===== src/rtl/spi_pkg.sv =====
// Shared definitions for the SPI word engine: default geometry, timing limits
// and the controller state encoding.
package spi_pkg;

    localparam int SPI_WIDTH      = 16;
    localparam int SPI_CS_TIMEOUT = 8;
    localparam int SPI_GAP_CYCLES = 2;

    typedef enum logic [2:0] {
        IDLE  = 3'd0,
        START = 3'd1,
        SHIFT = 3'd2,
        STOP  = 3'd3,
        DONE  = 3'd4
    } state_t;

    function automatic int max2(input int a, input int b);
        return (a > b) ? a : b;
    endfunction

endpackage


===== src/rtl/spi_word_if.sv =====
// Host-side word handshake of the SPI word engine: TX valid/ready in,
// RX word with completion/error pulses out.
interface spi_word_if import spi_pkg::*; #(
    parameter int WIDTH = SPI_WIDTH
) ();

    logic [WIDTH-1:0] tx_data;
    logic             tx_valid;
    logic             tx_ready;
    logic [WIDTH-1:0] rx_data;
    logic             rx_valid;
    logic             err_timeout;
    logic             err_abort;

    modport master (
        output tx_data, tx_valid,
        input  tx_ready, rx_data, rx_valid, err_timeout, err_abort
    );

    modport slave (
        input  tx_data, tx_valid,
        output tx_ready, rx_data, rx_valid, err_timeout, err_abort
    );

endinterface


===== src/rtl/spi_shift_pair.sv =====
// Paired TX/RX shift registers: TX loads in parallel and shifts out MSB-first,
// RX shifts serial input in at the LSB on the same enable.
module spi_shift_pair import spi_pkg::*; #(
    parameter int WIDTH = SPI_WIDTH
) (
    input  logic             clk,
    input  logic             rst_n,
    input  logic             load,
    input  logic             shift,
    input  logic [WIDTH-1:0] load_data,
    input  logic             sin,
    output logic             sout,
    output logic [WIDTH-1:0] rx_word
);

    logic [WIDTH-1:0] tx_shift;
    logic [WIDTH-1:0] rx_shift;

    // NOTE: state uses non-blocking assignments so every register samples
    // pre-edge values; blocking here would make results depend on statement order.
    always_ff @(posedge clk) begin
        if (!rst_n) begin
            tx_shift <= '0;
            rx_shift <= '0;
        end else begin
            if (load)
                tx_shift <= load_data;
            else if (shift)
                tx_shift <= {tx_shift[WIDTH-2:0], 1'b0};
            if (shift)
                rx_shift <= {rx_shift[WIDTH-2:0], sin};
        end
    end

    assign sout    = tx_shift[WIDTH-1];
    assign rx_word = rx_shift;

endmodule


===== src/rtl/spi_word_engine.sv =====
// Word-level SPI transaction controller: requests a transfer from the clk/cs
// former, shifts one word each way while cs is low, and reports the outcome.
module spi_word_engine import spi_pkg::*; #(
    parameter int WIDTH      = SPI_WIDTH,
    parameter int CS_TIMEOUT = SPI_CS_TIMEOUT,
    parameter int GAP_CYCLES = SPI_GAP_CYCLES
) (
    input  logic       clk,
    input  logic       rst_n,
    spi_word_if.slave  host,
    output logic       work,
    input  logic       cs,
    input  logic       miso,
    output logic       mosi
);

    localparam int TW = $clog2(max2(CS_TIMEOUT, GAP_CYCLES) + 1);
    localparam int CW = $clog2(WIDTH);

    state_t           state;
    logic [TW-1:0]    timer;
    logic [CW-1:0]    bit_cnt;
    logic             word_ok;
    logic             accept;
    logic             shift_en;
    logic [WIDTH-1:0] rx_word;

    assign accept   = (state == IDLE) && host.tx_valid && host.tx_ready;
    assign shift_en = (state == SHIFT) && !cs;

    spi_shift_pair #(.WIDTH(WIDTH)) u_shift (
        .clk       (clk),
        .rst_n     (rst_n),
        .load      (accept),
        .shift     (shift_en),
        .load_data (host.tx_data),
        .sin       (miso),
        .sout      (mosi),
        .rx_word   (rx_word)
    );

    // One timer serves as the idle-gap counter in IDLE and the cs watchdog in START.
    always_ff @(posedge clk) begin
        if (!rst_n) begin
            state            <= IDLE;
            timer            <= '0;
            bit_cnt          <= '0;
            word_ok          <= 1'b0;
            work             <= 1'b0;
            host.tx_ready    <= 1'b0;
            host.rx_valid    <= 1'b0;
            host.err_timeout <= 1'b0;
            host.err_abort   <= 1'b0;
            host.rx_data     <= '0;
        end else begin
            host.rx_valid    <= 1'b0;
            host.err_timeout <= 1'b0;
            host.err_abort   <= 1'b0;

            unique case (state)
                IDLE: begin
                    if (accept) begin
                        bit_cnt       <= '0;
                        timer         <= '0;
                        word_ok       <= 1'b0;
                        work          <= 1'b1;
                        host.tx_ready <= 1'b0;
                        state         <= START;
                    end else begin
                        if (int'(timer) < GAP_CYCLES)
                            timer <= timer + 1'b1;
                        host.tx_ready <= (int'(timer) + 1 >= GAP_CYCLES);
                    end
                end

                START: begin
                    timer <= timer + 1'b1;
                    if (!cs) begin
                        state <= SHIFT;
                    end else if (timer == TW'(CS_TIMEOUT - 1)) begin
                        work             <= 1'b0;
                        host.err_timeout <= 1'b1;
                        state            <= STOP;
                    end
                end

                SHIFT: begin
                    if (!cs) begin
                        bit_cnt <= bit_cnt + 1'b1;
                        if (bit_cnt == CW'(WIDTH - 1)) begin
                            work    <= 1'b0;
                            word_ok <= 1'b1;
                            state   <= STOP;
                        end
                    end else begin
                        work           <= 1'b0;
                        host.err_abort <= 1'b1;
                        state          <= STOP;
                    end
                end

                // rx_word already holds the final bit shifted in on the last SHIFT edge.
                STOP: begin
                    if (cs) begin
                        state <= DONE;
                        if (word_ok) begin
                            host.rx_data  <= rx_word;
                            host.rx_valid <= 1'b1;
                        end
                    end
                end

                DONE: begin
                    timer <= '0;
                    state <= IDLE;
                end

                default: state <= IDLE;
            endcase
        end
    end

endmodule


===== src/flat_wrapper.sv =====
// flat-port wrapper written by rule: the top's interface ports become plain ports
module spi_word_engine_flat import spi_pkg::*;
#(
    parameter int WIDTH      = SPI_WIDTH,
    parameter int CS_TIMEOUT = SPI_CS_TIMEOUT,
    parameter int GAP_CYCLES = SPI_GAP_CYCLES
)
  (clk, rst_n, work, cs, miso, mosi, host_tx_data, host_tx_valid, host_tx_ready, host_rx_data, host_rx_valid, host_err_timeout, host_err_abort);
  spi_word_if #(.WIDTH(WIDTH)) host_i ();
  input  logic clk;
  input  logic rst_n;
  output logic work;
  input  logic cs;
  input  logic miso;
  output logic mosi;
  input wire logic [$bits(host_i.tx_data)-1:0] host_tx_data;
  input wire logic [$bits(host_i.tx_valid)-1:0] host_tx_valid;
  output wire logic [$bits(host_i.tx_ready)-1:0] host_tx_ready;
  output wire logic [$bits(host_i.rx_data)-1:0] host_rx_data;
  output wire logic [$bits(host_i.rx_valid)-1:0] host_rx_valid;
  output wire logic [$bits(host_i.err_timeout)-1:0] host_err_timeout;
  output wire logic [$bits(host_i.err_abort)-1:0] host_err_abort;
  assign host_i.tx_data = host_tx_data;
  assign host_i.tx_valid = host_tx_valid;
  assign host_tx_ready = host_i.tx_ready;
  assign host_rx_data = host_i.rx_data;
  assign host_rx_valid = host_i.rx_valid;
  assign host_err_timeout = host_i.err_timeout;
  assign host_err_abort = host_i.err_abort;
  spi_word_engine #(.WIDTH(WIDTH), .CS_TIMEOUT(CS_TIMEOUT), .GAP_CYCLES(GAP_CYCLES)) u_core (.clk(clk), .rst_n(rst_n), .host(host_i), .work(work), .cs(cs), .miso(miso), .mosi(mosi));
endmodule

===== config.mk =====
export PLATFORM = sky130hd
export DESIGN_NAME = spi_word_engine_flat
export DESIGN_NICKNAME = d
export VERILOG_FILES = /design/src/rtl/spi_pkg.sv /design/src/rtl/spi_word_if.sv /design/src/rtl/spi_shift_pair.sv /design/src/rtl/spi_word_engine.sv /design/src/flat_wrapper.sv
export SDC_FILE = /design/constraint.sdc
export NUM_CORES = 1
export LEC_CHECK = 0
export CORE_MARGIN = 2
export CORE_UTILIZATION = 45
export CTS_CLUSTER_SIZE = 14
export DETAILED_ROUTE_END_ITERATION = 7
export PLACE_DENSITY = 0.69
export SYNTH_ARGS = -nofsm -noshare
export SYNTH_HDL_FRONTEND = slang
export SYNTH_SLANG_ARGS = --single-unit

===== constraint.sdc =====
create_clock -name clk -period 1.8 [get_ports clk]
set_input_delay 0.36 -clock clk [delete_from_list [all_inputs] [get_ports clk]]
set_output_delay 0.36 -clock clk [all_outputs]
set_load 0.02 [all_outputs]

Word level (Yosys, flattened, before mapping)
Cells that the tools add are included.

Register bits: 65. Bits of input ports: 21. Output and inout port bits: 22. Logic and storage cells: 79.

Add/subtract/negate cells: 3. $lt $le $gt $ge: 2. Eq/ne operators: 15. Multiplexer cells: 29. Reductions and logical operators: 18.

Operators by type and width (count): greater-or-equal comparator 32 x 3 -> 1 bit, second input constant (1); 2-to-1 mux 16 bit (2); 2-to-1 mux 3 bit (6); 2-to-1 mux 4 bit (4); 2-to-1 mux 1 bit (12); case mux 3 bit (4 select lines) (1); case mux 4 bit (3 select lines) (1); AND reduction 3 bit (4); adder 4 x 1 -> 4 bit, second input constant (2); != test 2 bit, second input constant (4); case mux 4 bit (2 select lines) (1); AND reduction 4 bit (2); == test 3 x 2 -> 1 bit, second input constant (2); != test 3 x 2 -> 1 bit, second input constant (2); nonzero test 3 bit (2); adder 4 x 1 -> 5 bit, second input constant (1); AND reduction 5 bit (1); == test 4 x 3 -> 1 bit, second input constant (1); == test 4 bit, second input constant (1); < comparator 4 x 2 -> 1 bit, second input constant (1); != test 2 x 1 -> 1 bit, second input constant (2); AND reduction 2 bit (2); nonzero test 2 bit (2); == test 3 x 1 -> 1 bit, second input constant (1); 7 further kinds (9).

Depth between registers and ports, before layout
Gate-level depths: netlist of run 1.

Word-level depth: 5. Mapped depth: 7. Gate-level depth less buffers: 5.

By module
From an unflattened synthesis of run 1, not the netlist that was laid out.

Cell total of the unflattened synthesis: 296. Area total of the unflattened synthesis: 2877.8 um2.

By module, submodules not included: spi_word_engine (times used 1, cells an instance 174, area each 1480.2 um2, seq. area each 660.6 um2); spi_shift_pair (times used 1, cells an instance 122, area each 1397.6 um2, seq. area each 640.6 um2).

Worst setup path after synthesis of run 1
No wires, ideal clock.

Kind: input -> register. From: in cs. To: reg u_core.u_shift.tx_shift[12]. Setup time: 0.086 ns. Arrival: 1.548 ns. Required time: 1.714 ns. Slack: 0.167 ns. Stages on the path: 6. Path buffers: 3. Cells stage by stage: buf_6 or4b_4 buf_6 buf_8 mux2i_1 a211oi_1.

Longest elaborated chain between the ends: 3.

RTL lines: start, declared (line flat_wrapper.sv:13) `input logic cs;`; zero test 1 bit (line spi_word_engine.sv:29) `assign shift_en = (state == SHIFT) && !cs;`; logical AND 1 bit (line spi_word_engine.sv:29); nonzero test 2 bit (no source line); end signal, assigned (line spi_shift_pair.sv:27) `tx_shift <= load_data;`; end signal, assigned (line spi_shift_pair.sv:29) `tx_shift <= {tx_shift[WIDTH-2:0], 1'b0};`; end, declared (line spi_shift_pair.sv:16) `logic [WIDTH-1:0] tx_shift;`.

No other way between the ends. A chain may end at the register's enable or synchronous reset.

Worst setup path in the final report of run 1
From: in cs. To: reg u_core.u_shift.tx_shift[8].

The elaborated chain is that of the path after synthesis.

==> run metrics, run 1 <==
RSZ-0062 raised after global routing false; Critical Path AT 1920 ps; setup TNS 0 ps; clock skew 14.3 ps; CTS Sinks 65; outcome completed; CTS max path bufs 2; setup bufs post-CTS 0; drc violations 0; Post-Route WL 5160 µm; crit-path cells clkdlybuf4s50_1 -> or4b_4 -> buf_12 -> mux2i_1 -> a211oi_1; register area share after synthesis 48.8%; final setup fails 0; crit share post-route 93.4%; final core area utilization 60.4%; Fin. Hold Viols 0; EDFF count, synth 0; pin count of the biggest net entering global routing 46; Initial Utilization 45.8%; Syn Area/Cell 8.46 µm²; final cell count without fillers 446; Fill cells 531; hold_buf cts 0; Detail Route Antenna Nets 0; Worst-path clk slew 70 ps; IO Count 43; htree depth 3; first-pass GRT wire length 9060 µm; # Max-Cap Violations 0; Switch Pwr 0.00106 W; Synth async-reset ratio 0%; Post-Layout Inst Area 3510 µm²; post-synthesis mux area share 5.63%; worst-skew pair later-pin latency 350 ps; Syn Nets 339; input/output buffers 42; simple-gate share of the synthesized area 22.1%; Clock Power Share 36.2%; Syn. warnings 0; GP Congestion 0.861; first drt pass iteration count 5; cell area power density 1100 nW/µm²; min Tclk post-route 1680 ps; synthesized instance count 315; P_int 0.00279 W; CTS root buf clkbuf_8; DR vias/cell 5.09; r2r worst-path depth 4; die height 81.0 µm; CP max stage cell or4b_4; Area Overhead vs Synth 31.7%; placed insts 430; Slew HR 79.3%; Final Max Tran Viols 0; reg-to-reg slack, setup 150 ps; grt ovf 0; sequential share of power 43.2%; Comb power frac 20.6%; core box area 5820 µm²; Post-Place Cell Area 3280 µm²; post-cts sizing count 0; Crit. End Element flop; area of the mapped netlist 2670 µm²; Synth top area share 48.8%; post-synthesis register bit count 65; via count 2269; fin nets 390; vias in the first global route 2115; fmax 595 MHz; Cell Rows 28; cell taking the most area after synthesis dfxtp_1; Sw Share 27.6%; initial antenna violation count 0; start of the worst register-to-register path u_core.state[0]; CTS tree built; layout cell share with drive strength beyond 1 11.9%; CP startpoint cs; die width 81.0 µm; crit path max fanout 26; Slowest Stage Delay on Critical Path 510 ps; initial drt markers 104; P_leak 1.34 nW; ranking of synthesized cells by area dfxtp_1 (49%), nand2_1 (10%), a21oi_1 (7.9%), mux2i_1 (5.6%), a211oi_1 (4.8%); worst setup path endpoint u_core.u_shift.tx_shift[8]; Adder-Cell Fraction of Synth Area 1.41%; largest family of logic cells by synthesized area simple AND/OR/NAND/NOR gates; TritonCTS Buffers 9; synth unique cells 37; Peak VDD IR 611 µV; die area 6560 µm²; Worst EP required 2040 ps; startpoint types input port; critical path class input port to flop; XOR/XNOR share of the synthesized area 0.657%; Synth Flop Type dfxtp_1; wire length per cell after detailed routing 11.6 µm; n_diodes 0; worst hold path type flop to flop; GRT Total Usage 17.7%; Worst Max-Slew Pin Slew 309 ps; reg2reg end u_core.u_shift.tx_shift[8]; Compound-Gate Fraction of Synth Area 16.1%; hpwl dp 3520 µm; worst hold slack 453 ps
[worst min-delay path by stage]
stage	start	endpoint	slack [ps]	cells after the start
finish	u_core.host.rx_data[14]	u_core.host.rx_data[14]	450	2
global route	u_core.host.rx_data[2]	u_core.host.rx_data[2]	480	2
CTS	u_core.host.rx_data[11]	u_core.host.rx_data[11]	460	2
detailed placement	u_core.host.rx_data[11]	u_core.host.rx_data[11]	450	2
global placement	u_core.host.rx_data[2]	u_core.host.rx_data[2]	440	2
floorplan	u_core.u_shift.rx_word[15]	u_core.host.rx_data[15]	430	2
[state kept, by name, summed over array words and instances, names as in the netlist]
register,cells
u_core.host.tx_ready,1
u_core.u_shift.rx_word,16
u_core.host.err_abort,1
u_core.work,1
u_core.host.rx_data,16
u_core.timer,4
u_core.u_shift.tx_shift,16
u_core.bit_cnt,4
u_core.word_ok,1
u_core.host.rx_valid,1
u_core.host.err_timeout,1
u_core.state,3
[cells in the mapped netlist (2+ instances only)]
| library cell | count |
|---|---|
| and3_1 | 2 |
| nand3_1 | 6 |
| dfxtp_1 | 65 |
| ha_1 | 3 |
| clkbuf_1 | 12 |
| a211oi_1 | 17 |
| a21oi_1 | 42 |
| buf_6 | 3 |
| buf_2 | 6 |
| o21ai_0 | 6 |
| nor3_1 | 6 |
| inv_1 | 3 |
| or3_1 | 2 |
| o21ai_2 | 2 |
| nand3b_1 | 3 |
| mux2i_1 | 15 |
| nor2_1 | 24 |
| o22ai_1 | 2 |
| or2_2 | 2 |
| nand2_1 | 74 |
| nand2b_1 | 4 |
[metrics by stage]
stage | setup WS (ps) | power [W]
after CTS | 103 | 0.00388
after floorplan | 167 | 0.00220
after detailed placement | -239 | 0.00249
after global placement | -142 | 0.00247
after global routing | 33.0 | 0.00406
final | 118 | 0.00385
[critical path: cells and delay by family]
family,cells,cell delay (ps)
mux,1,130
compound gates,1,270
simple gates,1,510
buf+inv,2,640
[final cells by class]
| type | instances | area [µm²] | area share (%) |
|---|---|---|---|
| clock buffer | 10 | 138 | 3.92 |
| tap | 75 | 93.8 | 2.67 |
| clock inverter | 6 | 91.3 | 2.60 |
| inverter | 3 | 11.3 | 0.321 |
| multi-input combinational | 224 | 1230 | 35.2 |
| sequential | 65 | 1300 | 37.1 |
| timing repair buffer | 63 | 641 | 18.2 |
[placed cells by master, fill, tap and decap left out, drive strengths merged]
master / count
bufinv: 2
or4b: 1
clkinv: 4
nand2b: 4
xor2: 1
and2: 1
dfxtp: 65
nor4: 1
nand2: 74
nand3: 6
nor4b: 1
o21ai: 8
nand4b: 1
or2: 2
xnor2: 1
or3: 2
ha: 3
o21a: 1
nand3b: 3
o22ai: 2
buf: 21
and3: 2
nor2: 24
inv: 3
nor3: 7
and4b: 1
o31a: 1
clkdlybuf4s50: 42
a311oi: 1
clkbuf: 10
nor3b: 1
a21boi: 1
mux2i: 15
a211oi: 17
a21oi: 42
[power groups by stage]
stage / Sequential [W] / Clock (W) / Combinational (W)
floorplan: 0.00169 / 0 / 0.000508
global placement: 0.00169 / 0 / 0.000779
detailed placement: 0.00169 / 0 / 0.000795
CTS: 0.00166 / 0.00142 / 0.000798
global route: 0.00168 / 0.00149 / 0.000881
finish: 0.00166 / 0.00140 / 0.000793
[layer usage]
| layer | share of wire (%) | track usage [%] | vias to the layer above |
|---|---|---|---|
| li1 | - | - | 1185 |
| met4 | 2.1 | 9.66 | 0 |
| met3 | 4.2 | 3.67 | 13 |
| met2 | 45 | 28.8 | 54 |
| met5 | 0 | 0 | - |
| met1 | 48 | 22.0 | 1017 |
[cells by family (layout without fill, tap and decap cells)]
logic type               Yosys count  in the layout
buffers and inverters             26             82
adder cells (fa/ha/maj)            3              3
AND/OR/NAND/NOR                  131            131
AO/OA/AOI/OAI                     73             73
multiplexers                      15             15
XOR/XNOR                           2              2
flip-flops                        65             65
(Power assumes the default switching activity.)
==> run 2: changes to the inputs <==
Settings changed: CAP_MARGIN set to 20, CORE_UTILIZATION 45 to 53, PLACE_DENSITY 0.69 to 0.79, SETUP_SLACK_MARGIN set to 0.5.
==> run 2 against run 1 <==
Utilization grew 21 points. Clock power shrank 22%. Via count grew 8.2%. Sequential power is essentially flat. First-iteration DRC count grew 37%. Wire length grew 38%. Largest power group unchanged.
==> run metrics, run 2 (synthesis gave the netlist of run 1 again) <==
crit share post-route 84.5% (-9.0 points); Initial Utilization 55.7% (+9.9 points); Switch Pwr 0.00119 W (+12%); final setup fails 0 (unchanged); worst setup path endpoint u_core.u_shift.tx_shift[13]; clock skew 8.63 ps (-5.68 ps); Worst-path clk slew 80 ps (about the same); htree depth 3 (unchanged); Post-Route WL 7140 µm (+38%); sequential share of power 44.5% (+1.3 points); worst hold path type flop to flop; P_leak 1.50 nW (+12%); GP Congestion 0.820 (-4.9%); P_int 0.00256 W (-8.1%); CTS max path bufs 2 (unchanged); via count 2456 (+8.2%); n_diodes 0 (unchanged); RSZ-0062 raised after global routing true; Fill cells 293 (-45%); worst-skew pair later-pin latency 330 ps (-20 ps); reg-to-reg slack, setup 280 ps (+130 ps); min Tclk post-route 1520 ps (-161 ps); outcome completed; die area 5610 µm² (-14%); reg2reg end u_core.u_shift.tx_shift[13]; grt ovf 0 (unchanged); fin nets 401 (+2.8%); Worst Max-Slew Pin Slew 300 ps (-8.45 ps); DR vias/cell 5.47 (+7.5%); fmax 658 MHz (+11%); vias in the first global route 2235 (+5.7%); Slew HR 80.0% (+0.72 points); CTS Sinks 65 (unchanged); cell area power density 967 nW/µm² (-12%); Clock Power Share 29.0% (-7.2 points); setup TNS 0 ps (unchanged); Fin. Hold Viols 0 (unchanged); CP startpoint u_core.state[0]; initial drt markers 142 (+37%); Cell Rows 25 (-11%); drc violations 0 (unchanged); wire length per cell after detailed routing 15.9 µm (+37%); Design Power 0.00375 W (-2.6%); Critical Path AT 1770 ps (-150 ps); r2r worst-path depth 4 (unchanged); critical path class flop to flop; first-pass GRT wire length 10200 µm (+12%); pin count of the biggest net entering global routing 53 (+15%); crit path max fanout 19 (-27%); hpwl dp 3440 µm (-2.3%); Worst EP required 2050 ps (about the same); layout cell share with drive strength beyond 1 41.1% (+29 points); die height 74.9 µm (-7.5%); Crit. End Element flop; most frequent cells in the layout dfxtp_1 (59), nand2_1 (37), nor2_1 (24); Comb power frac 26.5% (+5.9 points); worst hold slack 457 ps (+4.04 ps); CTS tree built; IO Count 43 (unchanged); startpoint types flop; Final Max Tran Viols 0 (unchanged); GRT Total Usage 23.7% (+5.9 points); Peak VDD IR 839 µV (+37%); Sw Share 31.7% (+4.1 points); start of the worst register-to-register path u_core.state[0]; core box area 4790 µm² (-18%); TritonCTS Buffers 9 (unchanged); # Max-Cap Violations 0 (unchanged); die width 74.9 µm (-7.5%); initial antenna violation count 0 (unchanged); CTS root buf clkbuf_8; first drt pass iteration count 4 (-1); commonest non-fill, non-tap cell in the layout dfxtp_1; Area Overhead vs Synth 45.4%; input/output buffers 42 (unchanged); Detail Route Antenna Nets 0 (unchanged)
## run 2: cell types whose count changed in the layout (fill, tap and decap cells not counted), sizes merged
| cell | previous run | this run |
|---|---|---|
| buf | 21 | 49 |
| bufinv | 2 | 0 |
| clkbuf | 10 | 14 |
| clkdlybuf4s50 | 42 | 19 |
| clkinv | 4 | 5 |
| clkinvlp | 0 | 2 |
| dlygate4sd2 | 0 | 1 |
## run 2: layout make-up
| type | count | area (µm²) | area share (%) |
|---|---|---|---|
| repair buffers | 74 | 697 | 18.0 |
| inverters | 3 | 11.3 | 0.290 |
| well taps | 67 | 83.8 | 2.16 |
| multi-input cells | 224 | 1600 | 41.3 |
| clock inverters | 7 | 47.5 | 1.23 |
| clock buffers | 9 | 124 | 3.19 |
| flip-flops and latches | 65 | 1310 | 33.8 |
## run 2: power by group through the flow
| stage | sequential (W) | clock [W] | combinational, W |
|---|---|---|---|
| after floorplan | 0.00169 | 0 | 0.000530 |
| after global placement | 0.00169 | 0 | 0.000750 |
| after detailed placement | 0.00169 | 0 | 0.000767 |
| after CTS | 0.00165 | 0.00109 | 0.000905 |
| after global routing | 0.00169 | 0.00117 | 0.00107 |
| final | 0.00167 | 0.00109 | 0.000994 |
## run 2: timing repair
action,in CTS,in global routing
pin swaps,18,21
setup endpoints to repair,83,78
resized for setup,116,90
cloned,3,1
hold buffers,0,0
buffers inserted,9,2
## run 2: worst min path at each step
stage | from | end | slack, ps | cells past startpoint
6_report | u_core.host.rx_data[7] | u_core.host.rx_data[7] | 460 | 2
5_1_grt | u_core.host.rx_data[9] | u_core.host.rx_data[9] | 470 | 2
4_1_cts | u_core.host.rx_data[5] | u_core.host.rx_data[5] | 460 | 2
3_5_place_dp | u_core.host.rx_data[5] | u_core.host.rx_data[5] | 450 | 2
3_3_place_gp | u_core.host.rx_data[9] | u_core.host.rx_data[9] | 440 | 2
2_1_floorplan | u_core.u_shift.rx_word[15] | u_core.host.rx_data[15] | 430 | 2
## run 2: worst max-delay path: stages, from the launching register on
cell	delay, ps
dfxtp_4	360
or4b_4	550
buf_12	190
mux2i_1	130
a211oi_1	210
## run 2: routing by layer
layer / wire length (µm) / vias up / part of all wire [%] / GRT usage [%]
li1: - / 1201 / - / -
met1: 2930 / 1150 / 41 / 30.0
met2: 3760 / 93 / 53 / 38.1
met3: 361 / 12 / 5.1 / 5.22
met4: 91 / 0 / 1.3 / 11.7
met5: 0 / - / 0 / 0
## run 2: per-stage QoR
step / utilization, % / setup slack (ps) / area, µm² / instances
finish: 81.0 / 279 / 3880 / 449
global route: 81.0 / 249 / 3880 / 449
CTS: 76.8 / 273 / 3670 / 446
detailed placement: 68.1 / -117 / 3260 / 418
global placement: 68.1 / -88.5 / 3260 / 418
floorplan: - / 200 / 2740 / 315
